<file path="src/rtl/punc_mem_arbiter_pkg.sv">
// Shared types and constants for the PUnC memory-port arbiter.
// Owner encoding: idle = 2'b00, CPU = 2'b01, debug/loader = 2'b10.
// The last-served flag names the port that most recently gave up the memory port.
package punc_mem_arbiter_pkg;

    localparam int ADDR_W_DEF = 16;
    localparam int DATA_W_DEF = 16;
    localparam int WAIT_W     = 16;
    localparam logic [WAIT_W-1:0] WAIT_MAX = 16'hFFFF;

    typedef enum logic [1:0] {
        ARB_IDLE = 2'b00,
        ARB_CPU  = 2'b01,
        ARB_DBG  = 2'b10
    } arb_owner_t;

    typedef enum logic {
        ARB_SRV_CPU = 1'b0,
        ARB_SRV_DBG = 1'b1
    } arb_srv_t;

    // Converts the owner that is leaving into the matching last-served tag.
    function automatic arb_srv_t srv_of(arb_owner_t o);
        return (o == ARB_DBG) ? ARB_SRV_DBG : ARB_SRV_CPU;
    endfunction

endpackage

</file>
<file path="src/rtl/punc_mem_arbiter_if.sv">
// One requester-side memory port: the request/lock/data signals and the grant/read data that come back.
// The master modport belongs to a requester (CPU or debug loader).
// The slave modport belongs to the arbiter.
interface punc_mem_port_if
    import punc_mem_arbiter_pkg::*;
#(
    parameter int ADDR_W = ADDR_W_DEF,
    parameter int DATA_W = DATA_W_DEF
);
    logic              req;
    logic              lock;
    logic              wr_en;
    logic [ADDR_W-1:0] addr;
    logic [DATA_W-1:0] wdata;
    logic              gnt;
    logic [DATA_W-1:0] rdata;

    modport master (
        output req, lock, wr_en, addr, wdata,
        input  gnt, rdata
    );

    modport slave (
        input  req, lock, wr_en, addr, wdata,
        output gnt, rdata
    );
endinterface

</file>
<file path="src/rtl/punc_mem_arbiter_wait_cnt.sv">
// 16-bit saturating counter that records how many cycles a port spent waiting for a grant.
// A synchronous clear has priority over counting.
module punc_arb_wait_cnt
    import punc_mem_arbiter_pkg::*;
(
    input  logic              clk,
    input  logic              clear,
    input  logic              en,
    output logic [WAIT_W-1:0] count
);

    // Count enabled cycles; hold the count once it reaches the maximum instead of wrapping.
    always_ff @(posedge clk) begin
        if (clear) begin
            count <= '0;
        end else if (en && (count != WAIT_MAX)) begin
            count <= count + WAIT_W'(1);
        end
    end

endmodule

</file>
<file path="src/rtl/punc_mem_arbiter.sv">
// Arbitrates the single PUnC memory port between the CPU and the debug/loader port.
// The owner is a registered state. Ties are broken round-robin.
// A lock holds ownership across multi-cycle operations.
// A burst limit makes a long-running owner yield to a waiting peer.
// Optional build macro PUNC_ARB_STATS_EN adds per-port saturating wait-cycle counters.
module punc_mem_arbiter
    import punc_mem_arbiter_pkg::*;
#(
    parameter int ADDR_W    = ADDR_W_DEF,
    parameter int DATA_W    = DATA_W_DEF,
    parameter int BURST_MAX = 8
)(
    input  logic              clk,
    input  logic              rst_n,
    punc_mem_port_if.slave    cpu,
    punc_mem_port_if.slave    dbg,
    output logic              cpu_stall,
    output logic [ADDR_W-1:0] mem_addr,
    output logic [DATA_W-1:0] mem_wdata,
    output logic              mem_wr_en,
    input  logic [DATA_W-1:0] mem_rdata
`ifdef PUNC_ARB_STATS_EN
    ,
    output logic [WAIT_W-1:0] cpu_wait_cnt,
    output logic [WAIT_W-1:0] dbg_wait_cnt
`endif
);

    localparam int CNT_W = $clog2(BURST_MAX + 1);
    localparam logic [CNT_W-1:0] BURST_LAST = CNT_W'(BURST_MAX - 1);
    localparam logic [CNT_W-1:0] BURST_TOP  = CNT_W'(BURST_MAX);

    arb_owner_t       owner, owner_next;
    arb_srv_t         last_srv;
    logic [CNT_W-1:0] burst_cnt;
    logic             burst_done;

    // The burst counter can already be saturated when a peer shows up, for example after
    // a lock or a long unopposed run. Using ">=" instead of "==" therefore still yields.
    assign burst_done = (burst_cnt >= BURST_LAST);

    // Next-owner decision: tie-break from idle, lock hold, release on dropped request, burst yield.
    always_comb begin
        owner_next = owner;
        unique case (owner)
            ARB_IDLE: begin
                if (cpu.req && dbg.req) begin
                    owner_next = (last_srv == ARB_SRV_CPU) ? ARB_DBG : ARB_CPU;
                end else if (cpu.req) begin
                    owner_next = ARB_CPU;
                end else if (dbg.req) begin
                    owner_next = ARB_DBG;
                end
            end
            ARB_CPU: begin
                if (cpu.req && cpu.lock) begin
                    owner_next = ARB_CPU;
                end else if (!cpu.req) begin
                    owner_next = dbg.req ? ARB_DBG : ARB_IDLE;
                end else if (burst_done && dbg.req) begin
                    owner_next = ARB_DBG;
                end
            end
            ARB_DBG: begin
                if (dbg.req && dbg.lock) begin
                    owner_next = ARB_DBG;
                end else if (!dbg.req) begin
                    owner_next = cpu.req ? ARB_CPU : ARB_IDLE;
                end else if (burst_done && cpu.req) begin
                    owner_next = ARB_CPU;
                end
            end
            default: owner_next = ARB_IDLE;
        endcase
    end

    // Owner register, last-served tag, and a burst counter that restarts on every handover.
    always_ff @(posedge clk) begin
        if (!rst_n) begin
            owner     <= ARB_IDLE;
            last_srv  <= ARB_SRV_DBG;
            burst_cnt <= '0;
        end else begin
            owner <= owner_next;
            if (owner_next != owner) begin
                burst_cnt <= '0;
                if (owner != ARB_IDLE) begin
                    last_srv <= srv_of(owner);
                end
            end else if ((owner != ARB_IDLE) && (burst_cnt != BURST_TOP)) begin
                burst_cnt <= burst_cnt + CNT_W'(1);
            end
        end
    end

    // Route the owner's address and data to memory; the CPU side is the default while idle.
    // The write enable is blocked while reset is asserted.
    always_comb begin
        mem_addr  = cpu.addr;
        mem_wdata = cpu.wdata;
        mem_wr_en = 1'b0;
        if (owner == ARB_DBG) begin
            mem_addr  = dbg.addr;
            mem_wdata = dbg.wdata;
            mem_wr_en = dbg.req & dbg.wr_en;
        end else if (owner == ARB_CPU) begin
            mem_wr_en = cpu.req & cpu.wr_en;
        end
        if (!rst_n) begin
            mem_wr_en = 1'b0;
        end
    end

    assign cpu.gnt   = (owner == ARB_CPU);
    assign dbg.gnt   = (owner == ARB_DBG);
    assign cpu.rdata = mem_rdata;
    assign dbg.rdata = mem_rdata;
    assign cpu_stall = cpu.req & ~cpu.gnt;

`ifdef PUNC_ARB_STATS_EN
    punc_arb_wait_cnt u_cpu_wait (
        .clk   (clk),
        .clear (~rst_n),
        .en    (cpu.req & ~cpu.gnt),
        .count (cpu_wait_cnt)
    );

    punc_arb_wait_cnt u_dbg_wait (
        .clk   (clk),
        .clear (~rst_n),
        .en    (dbg.req & ~dbg.gnt),
        .count (dbg_wait_cnt)
    );
`endif

endmodule

</file>
<file path="src/flat_wrapper.sv">
// flat-port wrapper written by rule: the top's interface ports become plain ports
module punc_mem_arbiter_flat import punc_mem_arbiter_pkg::*;
#(
    parameter int ADDR_W    = ADDR_W_DEF,
    parameter int DATA_W    = DATA_W_DEF,
    parameter int BURST_MAX = 8
)
  (clk, rst_n, cpu_stall, mem_addr, mem_wdata, mem_wr_en, mem_rdata, cpu_req, cpu_lock, cpu_wr_en, cpu_addr, cpu_wdata, cpu_gnt, cpu_rdata, dbg_req, dbg_lock, dbg_wr_en, dbg_addr, dbg_wdata, dbg_gnt, dbg_rdata);
  punc_mem_port_if #(.ADDR_W(ADDR_W), .DATA_W(DATA_W)) cpu_i ();
  punc_mem_port_if #(.ADDR_W(ADDR_W), .DATA_W(DATA_W)) dbg_i ();
  input  logic clk;
  input  logic rst_n;
  output logic cpu_stall;
  output logic [ADDR_W-1:0] mem_addr;
  output logic [DATA_W-1:0] mem_wdata;
  output logic mem_wr_en;
  input  logic [DATA_W-1:0] mem_rdata;
  input wire logic [$bits(cpu_i.req)-1:0] cpu_req;
  input wire logic [$bits(cpu_i.lock)-1:0] cpu_lock;
  input wire logic [$bits(cpu_i.wr_en)-1:0] cpu_wr_en;
  input wire logic [$bits(cpu_i.addr)-1:0] cpu_addr;
  input wire logic [$bits(cpu_i.wdata)-1:0] cpu_wdata;
  output wire logic [$bits(cpu_i.gnt)-1:0] cpu_gnt;
  output wire logic [$bits(cpu_i.rdata)-1:0] cpu_rdata;
  input wire logic [$bits(dbg_i.req)-1:0] dbg_req;
  input wire logic [$bits(dbg_i.lock)-1:0] dbg_lock;
  input wire logic [$bits(dbg_i.wr_en)-1:0] dbg_wr_en;
  input wire logic [$bits(dbg_i.addr)-1:0] dbg_addr;
  input wire logic [$bits(dbg_i.wdata)-1:0] dbg_wdata;
  output wire logic [$bits(dbg_i.gnt)-1:0] dbg_gnt;
  output wire logic [$bits(dbg_i.rdata)-1:0] dbg_rdata;
  assign cpu_i.req = cpu_req;
  assign cpu_i.lock = cpu_lock;
  assign cpu_i.wr_en = cpu_wr_en;
  assign cpu_i.addr = cpu_addr;
  assign cpu_i.wdata = cpu_wdata;
  assign cpu_gnt = cpu_i.gnt;
  assign cpu_rdata = cpu_i.rdata;
  assign dbg_i.req = dbg_req;
  assign dbg_i.lock = dbg_lock;
  assign dbg_i.wr_en = dbg_wr_en;
  assign dbg_i.addr = dbg_addr;
  assign dbg_i.wdata = dbg_wdata;
  assign dbg_gnt = dbg_i.gnt;
  assign dbg_rdata = dbg_i.rdata;
  punc_mem_arbiter #(.ADDR_W(ADDR_W), .DATA_W(DATA_W), .BURST_MAX(BURST_MAX)) u_core (.clk(clk), .rst_n(rst_n), .cpu(cpu_i), .dbg(dbg_i), .cpu_stall(cpu_stall), .mem_addr(mem_addr), .mem_wdata(mem_wdata), .mem_wr_en(mem_wr_en), .mem_rdata(mem_rdata));
endmodule
</file>
<file path="config.mk">
export PLATFORM = sky130hd
export DESIGN_NAME = punc_mem_arbiter_flat
export DESIGN_NICKNAME = d
export VERILOG_FILES = /design/src/rtl/punc_mem_arbiter_pkg.sv /design/src/rtl/punc_mem_arbiter_if.sv /design/src/rtl/punc_mem_arbiter_wait_cnt.sv /design/src/rtl/punc_mem_arbiter.sv /design/src/flat_wrapper.sv
export SDC_FILE = /design/constraint.sdc
export NUM_CORES = 1
export LEC_CHECK = 0
export CAP_MARGIN = 10
export CORE_ASPECT_RATIO = 1.25
export CORE_UTILIZATION = 26
export CTS_BUF_LIST = sky130_fd_sc_hd__clkbuf_4 sky130_fd_sc_hd__clkbuf_8 sky130_fd_sc_hd__clkbuf_16
export DETAILED_ROUTE_END_ITERATION = 16
export PLACE_DENSITY = 0.89
export REMOVE_ABC_BUFFERS = 1
export SLEW_MARGIN = 25
export SYNTH_ARGS = -nofsm -noshare
export SYNTH_HDL_FRONTEND = slang
export SYNTH_SLANG_ARGS = --single-unit
</file>
<file path="constraint.sdc">
create_clock -name clk -period 1.5 [get_ports clk]
set_input_delay 0.225 -clock clk [delete_from_list [all_inputs] [get_ports clk]]
set_output_delay 0.225 -clock clk [all_outputs]
set_load 0.1 [all_outputs]
</file>
==> qor.yml <==
status: "finished, violations left"
violations: "setup timing"
postRouteAntennaNets: 0
worstSetupStartpointType: "flop"
syn_to_final_growth_pct: 116
ys_ff_latch: 7
layout_common_cells: "clkdlybuf4s50_1 (69), buf_12 (37), mux2_4 (27), buf_4 (11)"
viasPerCell: 4.85
fin_cells: 266
end_kind: "primary output"
die_y_um: 78.6
worst_slew_pin_slew_ns: 0.294
htreeDepth: 1
finalWirelength_um: 6630
drc: 0
p_leak_nw: 1.10
yosys-top-cells-area: "mux2_4 (33%), buf_4 (20%), dfxtp_1 (11%)"
critPathMaxFanout: 19
wl_per_cell_um: 24.9
cts_buffers: 3
clock-sinks: 7
dieWidth_um: 63.3
syn_inst: 123
grt_overflow: 0
finalWorstSetupSlack_ns: -0.265
worstPathRequired_ns: 1.27
syn_avg_cell_area_um2: 9.92
postCtsHoldBufs: 0
maxCapViolations: 0
start_util_pct: 27.4
antenna_cells: 0
fin_crit_ns: 1.77
fmaxAchievable_mhz: 567
period_share_pct: 118
yosysTopAreaCellShare_pct: 33.2
clk-insertion-delay-late_ns: 0.24
drive_above_1_share_pct: 46.6
num_vias: 1290
io_pins: 156
fin_skew_ns: 0.00603
dr.pass1.iters: 4
netlist_area_um2: 1220
yosysTopAreaCell: "mux2_4"
path_class: "flop to primary output"
slew_viol_final: 0
core_area_um2: 4460
clkTransAtPathRegs_ns: 0.04
place_congestion: 0.887
clock_path_buffers: 2
grt_pass1_vias: 1440
yosysWarnings: 0
setup_viol: 35
drt_iter0_drc: 64
cellPowerDensity_nw_per_um2: 798
slew_headroom_pct: 80.1
finish.net_count: 299
grt_max_degree: 20
grtUsageTotal_pct: 26.6
cts_tree: "yes"
placedCellCount: 262
finalHoldViolCount: 0
hp-class: "input pin to flop"
io_buffers: 107
antenna_found_initial: 0
grt_pass1_wl_um: 9230
layout_commonest_cell: "clkdlybuf4s50_1"
synth_cell_type_count: 35
place_ws_ns: -0.224
hold_ws_ns: 0.437
dieArea_um2: 4970
ir_drop_mv: 0.508
place_hpwl_um: 5700
rows: 27
cp.arrival_ns: 1.54
cts_root_buf: "clkbuf_8"
rsz0062_at_grt: "yes"
synth_seq_area_share_pct: 11.5
==> synth_stat cells <==
cell type / number
mux2_4: 27
xnor2_1: 1
nand2b_1: 2
nor3_1: 2
inv_2: 1
inv_1: 2
mux2_2: 5
a21boi_0: 1
a21oi_1: 2
o32a_2: 1
or4_1: 1
o2111ai_1: 2
dfxtp_1: 7
and2b_1: 1
o21ai_0: 2
nor4b_1: 1
and4_1: 1
buf_6: 5
a21oi_2: 1
nor3b_1: 2
o21a_1: 2
nor4b_2: 1
mux2i_1: 1
buf_2: 1
nand3_1: 3
nand3b_1: 1
o22ai_1: 2
xor2_1: 1
ha_1: 2
nand2_1: 2
nor2_1: 4
and3_2: 1
o21ba_2: 1
nor2b_1: 2
buf_4: 32
==> routing by layer <==
layer	part of all wire, %	up-vias	track usage, %
met5	0.72	-	9.09
met4	1.9	2	7.05
met3	20	11	22.5
met2	49	145	48.4
met1	28	559	20.3
li1	-	573	-
==> cells by family after synthesis <==
| group | count (synthesis) | share of synthesized area [%] |
|---|---|---|
| XOR/XNOR | 2 | 1.44 |
| AO/OA/AOI/OAI | 14 | 8.41 |
| adder cells (fa/ha/maj) | 2 | 2.05 |
| buffers and inverters | 41 | 25.6 |
| flip-flops | 7 | 11.5 |
| multiplexers | 33 | 38.7 |
| AND/OR/NAND/NOR | 24 | 12.3 |
==> timing repair <==
| action | CTS | global route |
|---|---|---|
| resized for setup | 4 | 10 |
| endpoints found under the setup margin | 38 | 43 |
| buffers inserted | 0 | 0 |
| pin swaps | 1 | 2 |
==> area by class of cell <==
class,instances,area [µm²]
inverters,3,11.3
well taps,58,72.6
multi-input cells,75,817
repair buffers,119,1540
fillers,355,1830
clock buffers,4,48.8
flip-flops and latches,7,143
==> state kept, by name, indices dropped and copies added (netlist names) <==
name	count
u_core.burst_cnt	4
u_core.owner	2
u_core.last_srv	1
==> where the power goes <==
part | switching [W] | internal, W
logic | 0.000917 | 0.000693
registers | 0.00000605 | 0.000195
clock network | 0.0000874 | 0.000202
total | 0.00101 | 0.00109
==> critical path: stages, from the launching register on <==
cell and delay, ns:
dfxtp_1 0.30, and2b_2 0.27, buf_12 0.20, mux2_4 0.35
buf_12 0.17
==> path summary, 6_finish.rpt <==
kind                            cells past startpoint                               end                        startpoint  slack [ns]
worst min register to register                      2  u_core.burst_cnt[1]$_SDFFE_PP0P_  u_core.burst_cnt[1]$_SDFFE_PP0P_        0.56
worst max-delay path                                4                     mem_wdata[14]        u_core.owner[0]$_SDFF_PN0_       -0.27
worst min-delay path                                2        u_core.owner[0]$_SDFF_PN0_                           cpu_req        0.44
worst max register to register                      5  u_core.burst_cnt[0]$_SDFFE_PP0P_  u_core.burst_cnt[1]$_SDFFE_PP0P_        0.11
==> stage by stage <==
stage               instance area [µm²]  power, W  setup TNS [ns]  util, %
global route                       2630   0.00216           -9.44     59.0
detailed placement                 2530   0.00180           -1.46     56.6
global placement                   2530   0.00178          -0.753     56.6
finish                             2630   0.00210           -7.85     59.0
CTS                                2580   0.00210           -8.29     58.0
floorplan                           918   0.00112          -63.42        -
No activity file was read; power rests on OpenSTA's default activity.
